`config.mk`:
```
export PLATFORM = sky130hd
export DESIGN_NAME = modulator_frame_scheduler
export DESIGN_NICKNAME = d
export VERILOG_FILES = /design/src/rtl/modulator_frame_scheduler_pkg.sv /design/src/rtl/bit_period_timer.sv /design/src/rtl/modulator_frame_scheduler.sv
export SDC_FILE = /design/constraint.sdc
export NUM_CORES = 1
export LEC_CHECK = 0
export CORE_MARGIN = 2
export CORE_UTILIZATION = 37
export CTS_CLUSTER_SIZE = 24
export DETAILED_ROUTE_END_ITERATION = 10
export MAX_ROUTING_LAYER = met4
export PLACE_DENSITY_LB_ADDON = 0.15
export SLEW_MARGIN = 20
export SYNTH_ARGS = -nofsm -noshare
export SYNTH_HDL_FRONTEND = slang
export SYNTH_HIERARCHICAL = 1
export SYNTH_SLANG_ARGS = --single-unit
export TNS_END_PERCENT = 50
```
`constraint.sdc`:
```
create_clock -name clk -period 3.2 [get_ports clk]
set_clock_uncertainty 0.1 [all_clocks]
set_input_delay 0.64 -clock clk [delete_from_list [all_inputs] [get_ports clk]]
set_output_delay 0.64 -clock clk [all_outputs]
set_load 0.01 [all_outputs]
```
`src/rtl/modulator_frame_scheduler_pkg.sv`:
```
`default_nettype none
// ============================================================================
// Package     : modulator_pkg
// Description : Mode/frequency codes, FSM encoding and sizing helpers shared
//               by the frame scheduler and its bit period timer.
// Revision    : 1.0
// ============================================================================
package modulator_pkg;

  localparam logic [1:0] MOD_FSK  = 2'd0;
  localparam logic [1:0] MOD_ASK  = 2'd1;
  localparam logic [1:0] MOD_BPSK = 2'd2;
  localparam logic [1:0] MOD_QPSK = 2'd3;

  localparam logic [1:0] FREQ_SEL_0 = 2'd0;
  localparam logic [1:0] FREQ_SEL_1 = 2'd1;
  localparam logic [1:0] FREQ_SEL_2 = 2'd2;
  localparam logic [1:0] FREQ_SEL_3 = 2'd3;

  typedef enum logic [2:0] {
    ST_IDLE  = 3'd0,
    ST_FETCH = 3'd1,
    ST_SEND  = 3'd2,
    ST_STALL = 3'd3,
    ST_GAP   = 3'd4
  } state_e;

  function automatic int unsigned max3(input int unsigned a,
                                       input int unsigned b,
                                       input int unsigned c);
    int unsigned m;
    m = (a > b) ? a : b;
    return (m > c) ? m : c;
  endfunction

  // Counter must hold (max count - 1); never narrower than one bit.
  function automatic int unsigned cnt_width(input int unsigned a,
                                            input int unsigned b,
                                            input int unsigned c);
    int unsigned w;
    w = $clog2(max3(a, b, c));
    return (w < 1) ? 1 : w;
  endfunction

endpackage : modulator_pkg
`default_nettype wire

```
`src/rtl/bit_period_timer.sv`:
```
`default_nettype none
// ============================================================================
// Module      : bit_period_timer
// Description : Loadable down-counter; tc_o flags the final cycle of a load.
// Revision    : 1.0
// ============================================================================
module bit_period_timer #(
  parameter int CNT_W = 9
) (
  input  logic             clk,
  input  logic             rst_n,
  input  logic             load_i,
  input  logic [CNT_W-1:0] load_val_i,
  output logic             tc_o
);

  logic [CNT_W-1:0] count_q;
  logic             run_q;

  // A load of N yields N+1 cycles, the last one carrying tc_o.
  always_ff @(posedge clk or negedge rst_n) begin
    if (!rst_n) begin
      count_q <= '0;
      run_q   <= 1'b0;
    end else if (load_i) begin
      count_q <= load_val_i;
      run_q   <= 1'b1;
    end else if (run_q) begin
      if (count_q == '0) begin
        run_q <= 1'b0;
      end else begin
        count_q <= count_q - {{(CNT_W-1){1'b0}}, 1'b1};
      end
    end
  end

  assign tc_o = run_q && (count_q == '0);

endmodule : bit_period_timer
`default_nettype wire

```
`src/rtl/modulator_frame_scheduler.sv`:
```
`default_nettype none
// ============================================================================
// Module      : modulator_frame_scheduler
// Description : Pulls payload bytes from a stream and serialises them
//               MSB-first onto the modulator Din with a mode-dependent period.
// Revision    : 1.0
// ============================================================================
module modulator_frame_scheduler
  import modulator_pkg::*;
#(
  parameter int BIT_PERIOD      = 512,
  parameter int QPSK_BIT_PERIOD = 64,
  parameter int GAP_CYCLES      = 16,
  parameter int LEN_W           = 8
) (
  input  logic             clk,
  input  logic             rst_n,
  input  logic             start,
  input  logic [1:0]       cfg_mod,
  input  logic [1:0]       cfg_freq,
  input  logic [LEN_W-1:0] frame_len,
  input  logic [7:0]       byte_data,
  input  logic             byte_valid,
  output logic             byte_ready,
  output logic             din,
  output logic [1:0]       mod_sel,
  output logic [1:0]       freq_sel,
  output logic             bit_strobe,
  output logic             busy,
  output logic             frame_done,
  output logic             underrun
);

  localparam int unsigned CNT_W = cnt_width(BIT_PERIOD, QPSK_BIT_PERIOD, GAP_CYCLES);
  localparam logic [CNT_W-1:0] BIT_LOAD  = CNT_W'(BIT_PERIOD - 1);
  localparam logic [CNT_W-1:0] QPSK_LOAD = CNT_W'(QPSK_BIT_PERIOD - 1);
  localparam logic [CNT_W-1:0] GAP_LOAD  = CNT_W'(GAP_CYCLES - 1);
  localparam logic [LEN_W-1:0] LEN_ONE   = LEN_W'(1);

  state_e           state_q, state_d;
  logic [1:0]       mod_q, mod_d;
  logic [1:0]       freq_q, freq_d;
  logic [LEN_W-1:0] fetch_left_q, fetch_left_d;
  logic [LEN_W-1:0] send_left_q, send_left_d;
  logic [7:0]       hold_q, hold_d;
  logic             hold_full_q, hold_full_d;
  logic [7:0]       shift_q, shift_d;
  logic [2:0]       bit_idx_q, bit_idx_d;
  logic             din_q, din_d;
  logic             strobe_q, strobe_d;
  logic             underrun_q, underrun_d;

  logic             in_frame;
  logic             ready_int;
  logic             handshake;
  logic             accept_start;
  logic             resume;
  logic             next_bit;
  logic             boundary;
  logic             frame_last;
  logic             load_shift;
  logic             done_int;
  logic             tmr_load;
  logic [CNT_W-1:0] tmr_val;
  logic [CNT_W-1:0] period_load;
  logic             tmr_tc;

  bit_period_timer #(
    .CNT_W (CNT_W)
  ) u_timer (
    .clk        (clk),
    .rst_n      (rst_n),
    .load_i     (tmr_load),
    .load_val_i (tmr_val),
    .tc_o       (tmr_tc)
  );

  assign in_frame     = (state_q != ST_IDLE);
  assign ready_int    = in_frame && !hold_full_q && (fetch_left_q != '0);
  assign handshake    = byte_valid && ready_int;
  assign accept_start = (state_q == ST_IDLE) && start && (frame_len != '0);
  assign resume       = ((state_q == ST_FETCH) || (state_q == ST_STALL)) && hold_full_q;
  assign next_bit     = (state_q == ST_SEND) && tmr_tc && (bit_idx_q != 3'd0);
  assign boundary     = (state_q == ST_SEND) && tmr_tc && (bit_idx_q == 3'd0);
  assign frame_last   = (send_left_q == LEN_ONE);
  assign load_shift   = resume || (boundary && !frame_last && hold_full_q);
  assign period_load  = (mod_q == MOD_QPSK) ? QPSK_LOAD : BIT_LOAD;

  always_ff @(posedge clk or negedge rst_n) begin
    if (!rst_n) begin
      state_q <= ST_IDLE;
    end else begin
      state_q <= state_d;
    end
  end

  always_comb begin
    state_d = state_q;
    case (state_q)
      ST_IDLE:  if (accept_start) state_d = ST_FETCH;
      ST_FETCH: if (hold_full_q)  state_d = ST_SEND;
      ST_STALL: if (hold_full_q)  state_d = ST_SEND;
      ST_SEND: begin
        if (boundary) begin
          if (frame_last)       state_d = ST_GAP;
          else if (!hold_full_q) state_d = ST_STALL;
        end
      end
      ST_GAP:   if (tmr_tc)       state_d = ST_IDLE;
      default:                    state_d = ST_IDLE;
    endcase
  end

  // Datapath next-state and the timer command, decoded from registered state.
  always_comb begin
    mod_d        = mod_q;
    freq_d       = freq_q;
    fetch_left_d = fetch_left_q;
    send_left_d  = send_left_q;
    hold_d       = hold_q;
    hold_full_d  = hold_full_q;
    shift_d      = shift_q;
    bit_idx_d    = bit_idx_q;
    din_d        = din_q;
    strobe_d     = 1'b0;
    underrun_d   = underrun_q;
    tmr_load     = 1'b0;
    tmr_val      = period_load;
    done_int     = (state_q == ST_GAP) && tmr_tc;

    if (accept_start) begin
      mod_d        = cfg_mod;
      freq_d       = cfg_freq;
      fetch_left_d = frame_len;
      send_left_d  = frame_len;
      underrun_d   = 1'b0;
    end

    if (handshake) begin
      hold_d       = byte_data;
      hold_full_d  = 1'b1;
      fetch_left_d = fetch_left_q - LEN_ONE;
    end

    if (boundary) begin
      send_left_d = send_left_q - LEN_ONE;
    end

    if (load_shift) begin
      shift_d     = hold_q;
      hold_full_d = 1'b0;
      bit_idx_d   = 3'd7;
      din_d       = hold_q[7];
      strobe_d    = 1'b1;
      tmr_load    = 1'b1;
    end else if (next_bit) begin
      shift_d   = {shift_q[6:0], 1'b0};
      bit_idx_d = bit_idx_q - 3'd1;
      din_d     = shift_q[6];
      strobe_d  = 1'b1;
      tmr_load  = 1'b1;
    end else if (boundary) begin
      din_d = 1'b0;
      if (frame_last) begin
        tmr_load = 1'b1;
        tmr_val  = GAP_LOAD;
      end else begin
        underrun_d = 1'b1;
      end
    end
  end

  always_ff @(posedge clk or negedge rst_n) begin
    if (!rst_n) begin
      mod_q        <= MOD_FSK;
      freq_q       <= FREQ_SEL_0;
      fetch_left_q <= '0;
      send_left_q  <= '0;
      hold_q       <= '0;
      hold_full_q  <= 1'b0;
      shift_q      <= '0;
      bit_idx_q    <= '0;
      din_q        <= 1'b0;
      strobe_q     <= 1'b0;
      underrun_q   <= 1'b0;
    end else begin
      mod_q        <= mod_d;
      freq_q       <= freq_d;
      fetch_left_q <= fetch_left_d;
      send_left_q  <= send_left_d;
      hold_q       <= hold_d;
      hold_full_q  <= hold_full_d;
      shift_q      <= shift_d;
      bit_idx_q    <= bit_idx_d;
      din_q        <= din_d;
      strobe_q     <= strobe_d;
      underrun_q   <= underrun_d;
    end
  end

  assign byte_ready = ready_int;
  assign din        = din_q;
  assign mod_sel    = mod_q;
  assign freq_sel   = freq_q;
  assign bit_strobe = strobe_q;
  assign busy       = in_frame;
  assign frame_done = done_int;
  assign underrun   = underrun_q;

endmodule : modulator_frame_scheduler
`default_nettype wire

```
; After elaboration in Yosys (flattened, before gate mapping)
; Cells that the tools add are included.
[classes]
eq_ne = 12
add_sub_neg = 4
mux = 41
reduce_logical = 33
[ops]
columns = op, n
row1 = two-way mux 9 bit, 8
row2 = two-way mux 3 bit, 8
row3 = two-way mux 8 bit, 3
row4 = two-way mux 1 bit, 19
row5 = nonzero test 8 bit, 2
row6 = subtractor 8 x 1 -> 8 bit (second input constant), 2
row7 = two-way mux 7 bit, 2
row8 = logical AND 1 bit, 13
row9 = case mux 3 bit (4 select lines), 1
row10 = nonzero test 2 bit, 5
row11 = zero test 9 bit, 1
row12 = nonzero test 3 bit, 3
row13 = subtractor 9 x 1 -> 9 bit (second input constant), 1
row14 = == test 8 x 1 -> 1 bit (second input constant), 1
row15 = != test 2 bit (second input constant), 4
row16 = == test 3 x 2 -> 1 bit (second input constant), 2
row17 = zero test 3 bit, 2
row18 = AND reduction 5 bit, 1
row19 = == test 3 x 1 -> 1 bit (second input constant), 1
row20 = == test 3 bit (second input constant), 1
row21 = != test 3 bit (second input constant), 1
row22 = subtractor 3 x 1 -> 3 bit (second input constant), 1
row23 = == test 2 bit (second input constant), 1
row24 = zero test 1 bit, 2
row25 = other kinds (4), 5
[word_totals]
input_bits = 24
wordCells = 104
register_bits = 55
out_inout_bits = 10

; Depth between registers and ports, before layout
[depth]
ltp_word = 10
ltp_mapped = 13
depth_no_buf = 12

; Cells and area by module
; The synthesis kept the hierarchy.
[by_module_without_submodules]
columns = module, instances, cells_per_inst, area_each_um2, seq_area_each_um2
row1 = modulator_frame_scheduler, 1, 262, 2392.3, 1126.1
row2 = bit_period_timer, 1, 77, 693.2, 250.2

; Least setup slack after synthesis
; No wires, ideal clock.
[synth_path]
path_type = flip-flop to flip-flop
startpoint = register u_timer.count_q[0]
endpoint = register u_timer.count_q[0]
required_time_ns = 2.964
setup_ns = 0.136
slack_ns = -0.135
path_buffers = 2
t_arrival_ns = 3.100
period_less_slack_ns = 3.335
stages_incl_launch_ff = 14
cell_sequence = dfrtp_1 inv_1 ha_1 or3b_2 nor4_1 and4bb_2 and2_1 clkbuf_1 nand4_1 nand2_1 clkbuf_1 clkinv_1 o2111ai_1 o211ai_1
[synth_via]
elab_chain_cells = 10
word_cells_on_any_way = 21
classes_between = add/sub: 1 / eq/ne: 1 / mux: 9 / reduce/logical: 10
[synth_rtl]
columns = item, line_no
row1 = from (decl), bit_period_timer.sv:17  ; logic [CNT_W-1:0] count_q;
row2 = from (signal assigned), bit_period_timer.sv:26  ; count_q <= load_val_i;
row3 = from (signal assigned), bit_period_timer.sv:32  ; count_q <= count_q - {{(CNT_W-1){1'b0}}, 1'b1};
row4 = zero test 9 bit (*), bit_period_timer.sv:37  ; assign tc_o = run_q && (count_q == '0);
row5 = logical AND 1 bit (*), bit_period_timer.sv:37
row6 = net tmr_tc, modulator_frame_scheduler.sv:66  ; logic tmr_tc;
row7 = logical AND 1 bit (*), "modulator_frame_scheduler.sv:83, modulator_frame_scheduler.sv:84"
row8 = logical AND 1 bit, modulator_frame_scheduler.sv:84  ; assign boundary = (state_q == ST_SEND) && tmr_tc && (bit_idx_q == 3'd0);
row9 = logical AND 1 bit (2 in series), modulator_frame_scheduler.sv:86  ; assign load_shift = resume || (boundary && !frame_last && hold_full_q);
row10 = logical OR 1 bit, modulator_frame_scheduler.sv:86
row11 = two-way mux 1 bit (*), modulator_frame_scheduler.sv:149  ; if (load_shift) begin
row12 = net tmr_load, modulator_frame_scheduler.sv:63  ; logic tmr_load;
row13 = != test 2 bit (no line) or nonzero test 2 bit (tied branches), --
row14 = AND reduction 2 bit (no line), --
; Mark *: on every way through the listed nets, which the timed path passes. The rest lies on a longest branch. The select of a mux whose other input is x is not followed.
; A chain may end at the register's enable or synchronous reset.

; Final worst setup path
[layout_path]
startpoint = register u_timer.count_q[0]
endpoint = output port frame_done
[layout_via]
elab_chain_cells = 3
[layout_rtl]
columns = item, line_no
row1 = zero test 9 bit, bit_period_timer.sv:37
row2 = logical AND 1 bit, bit_period_timer.sv:37
row3 = net tmr_tc, modulator_frame_scheduler.sv:66
row4 = logical AND 1 bit, modulator_frame_scheduler.sv:129  ; done_int = (state_q == ST_GAP) && tmr_tc;
row5 = to (decl), modulator_frame_scheduler.sv:30  ; output logic frame_done,
; The timed path passes the listed nets, and every way through them passes these cells.

==> impl_metrics.tcl <==
set metrics [dict create \
    io_buffers 33 \
    num_io_pins 34 \
    final_cells 488 \
    synth-seq-cells 55 \
    final.setup.worst_slack_ps 168 \
    synthArstFlopShare_pct 100 \
    status "completed" \
    design.core.area_um2 8130 \
    grt-ovfl-total 0 \
    yosysMostFrequentCell "nand2_1" \
    final_nets 413 \
    clock_tree.root_cell "clkbuf_8" \
    grt_max_degree 32 \
    setup_viol 0 \
    min_path_type "primary input to asynchronous set/reset pin" \
    clock_sinks 55 \
    clk_pin_slew_ps 110 \
    report.final.slew_viol_count 0 \
    use_met1_pct 23.7 \
    tightest_slew_ps 598 \
    gp_congestion 0.900 \
    ant_nets 0 \
    max_clock_freq_ghz 0.330 \
    postPlaceCellArea_um2 3590 \
    fillers 792 \
    drt-pass1-iter-count 4 \
    clockBufferDepth 2 \
    hold_buffers 0 \
    cpPeakStageDelay_ps 490 \
    fin_tns_setup_ps 0 \
    yosysUniqueCellTypes 62 \
    area_delta_synth_final_pct 20.9 \
    switching_share_pct 40.4 \
    n_antenna_cell 0 \
    clk_latency_ps 310 \
    cp_max_fo 5 \
    drive_gt1_share_pct 13.8 \
    yosys-top-cells-count "nand2_1 (70), dfrtp_1 (55), nor2_1 (28), o21ai_0 (16), inv_1 (13)" \
    grt_usage_pct 17.4 \
    crit_type "register to output port" \
    antenna_found_initial 0 \
    syn_area_per_cell_um2 9.10 \
    crit_path_cell_trace "inv_1, ha_2, or3b_2, nor4_4, nand2_1, nor3_2, dlygate4sd2_1" \
    cp.arrival_ps 2290 \
    initial_core_util_pct 37.9 \
    die_h_um 95.3 \
    r2r_start "u_timer/count_q[0]$_DFFE_PN0P_" \
    p_per_area_nw_per_um2 821 \
    path_delay_family "simple AND/OR/NAND/NOR gates" \
    drt_first_iter_violations 169 \
    grt_most_used_layer "met2" \
    synthTopCellsByArea "dfrtp_1 (45%), nand2_1 (8.5%), nor2_1 (3.4%), o211ai_1 (2.9%), ha_1 (2.8%)" \
    rows 33 \
    grt_first_pass_wirelength_um 12000 \
    viasPerCell 5.34 \
    seq_area_frac_synth_pct 44.6 \
    worstPathRequired_ps 2460 \
    worst_hold_slack_ps 212 \
    vias 2607 \
    synth_edf_count 0 \
    use_met2_pct 27.0 \
    met3_usage_pct 3.56 \
    fin_crit_sh_pct 94.7 \
    p_int_mw 1.82 \
    cts_inserted_buffers 5 \
    fin_util_pct 45.9 \
    r2r-end "u_timer/count_q[5]$_DFFE_PN0P_" \
    netlist_instances 339 \
    clockPowerShare_pct 13.5 \
    post-place-cells 478 \
    post-route-min-period_ps 3030 \
    netlist_area_um2 3090 \
    r2r_cells 14 \
    drc_errors 0 \
    ir_drop_mv 0.401 \
    ys.flop_type "dfrtp_1" \
    fin_area_um2 3730 \
    grt_pass1_vias 2465 \
    power_mw 3.06 \
    cap_viol_max_count 0 \
    synth_top_cell_by_area "dfrtp_1" \
    finalHoldViolations 0 \
    dieWidth_um 95.3 \
    p_comb_share_pct 43.2 \
    cp_num_buf_inv 2 \
    grt_setup_unrepaired "false" \
    cp_slowest_cell "or3b_2" \
    p_leak_nw 1.60 \
    maxSlewHeadroom_pct 59.8 \
    power.switching_mw 1.24 \
    end_kind "output port" \
    seqPwrFrac_pct 43.3 \
    synth_top_cell_area_share_pct 44.6 \
    hpwl_um 5160 \
    r2r_slack_ps 180 \
    wl_um 7050 \
    htree_num_levels 2 \
    die-area_um2 9090 \
    place_ws_ps -18.0 \
    start_kind "register" \
    wl_per_cell_um 14.4 \
    cts_tree "yes" \
    yosysWarnings 6 \
]
metal layers:
layer / vias to the layer above / routed length (um)
li1: 1310 / -
met1: 1244 / 3530
met2: 51 / 3200
met3: 2 / 276
met4: 0 / 41
met5: - / 0
state kept, by name (all words and copies together), names as in the netlist:
signal and flops:
mod_sel 2, bit_strobe 1, fetch_left_q 8, u_timer/run_q 1, u_timer/count_q 9, state_q 3, hold_q 8, shift_q 7
underrun 1, hold_full_q 1, send_left_q 8, bit_idx_q 3, freq_sel 2, din 1
cell usage in the layout (no fill, tap or decap), types with 6 or more instances in the layout:
master	instances
nand2_1	69
dfrtp_1	55
clkdlybuf4s50_1	31
nor2_1	27
o21ai_0	16
buf_4	14
inv_1	13
o211ai_1	12
a21oi_1	11
nor2b_1	8
a221o_1	8
nor3_1	6
nor3b_1	6
ha_1	6
cells by family (layout without fill, tap and decap cells):
kind of cell | after synthesis | in the layout | synth area share [%]
AOI/OAI and AO/OA | 84 | 84 | 20.6
adders and majority gates | 7 | 7 | 2.84
buffers and inverters | 29 | 70 | 4.30
DFF | 55 | 55 | 44.6
other | 1 | 4 | 0.122
and+or+nand+nor | 163 | 163 | 27.5
worst max path at each step:
stage                                               from                              to  slack, ps  cells after the start
after detailed placement  u_timer/count_q[0]$_DFFE_PN0P_  u_timer/count_q[0]$_DFFE_PN0P_        -20                     12
final                     u_timer/count_q[0]$_DFFE_PN0P_                      frame_done        170                      7
after global placement    u_timer/count_q[0]$_DFFE_PN0P_  u_timer/count_q[0]$_DFFE_PN0P_         80                     12
after floorplan           u_timer/count_q[0]$_DFFE_PN0P_  u_timer/count_q[0]$_DFFE_PN0P_          8                     13
after global routing      u_timer/count_q[0]$_DFFE_PN0P_  u_timer/count_q[5]$_DFFE_PN0P_          6                     14
after CTS                 u_timer/count_q[0]$_DFFE_PN0P_  u_timer/count_q[5]$_DFFE_PN0P_         10                     14
cell type report:
| cell class | count | area (um^2) | area share [%] |
|---|---|---|---|
| clock buffer | 5 | 68.8 | 1.84 |
| clock inverter | 3 | 27.5 | 0.738 |
| inverter | 14 | 53.8 | 1.44 |
| multi-input combinational | 258 | 1620 | 43.5 |
| sequential | 55 | 1380 | 36.9 |
| tap | 105 | 131 | 3.52 |
| timing repair buffer | 48 | 449 | 12.0 |
repair_timing:
| action | in CTS | in global routing |
|---|---|---|
| pin swaps | 1 | 2 |
| resized for setup | 4 | 5 |
| cloned | 0 | 0 |
| buffers inserted | 1 | 1 |
| setup endpoints to repair | 2 | 9 |
power groups by stage:
stage               clock [mW]  combinational, mW  sequential, mW
floorplan                    0              0.960            1.24
global placement             0               1.28            1.32
detailed placement           0               1.31            1.33
CTS                      0.430               1.32            1.33
global route             0.461               1.50            1.38
finish                   0.415               1.32            1.33
Note: power is estimated with default switching activity, not from simulation.
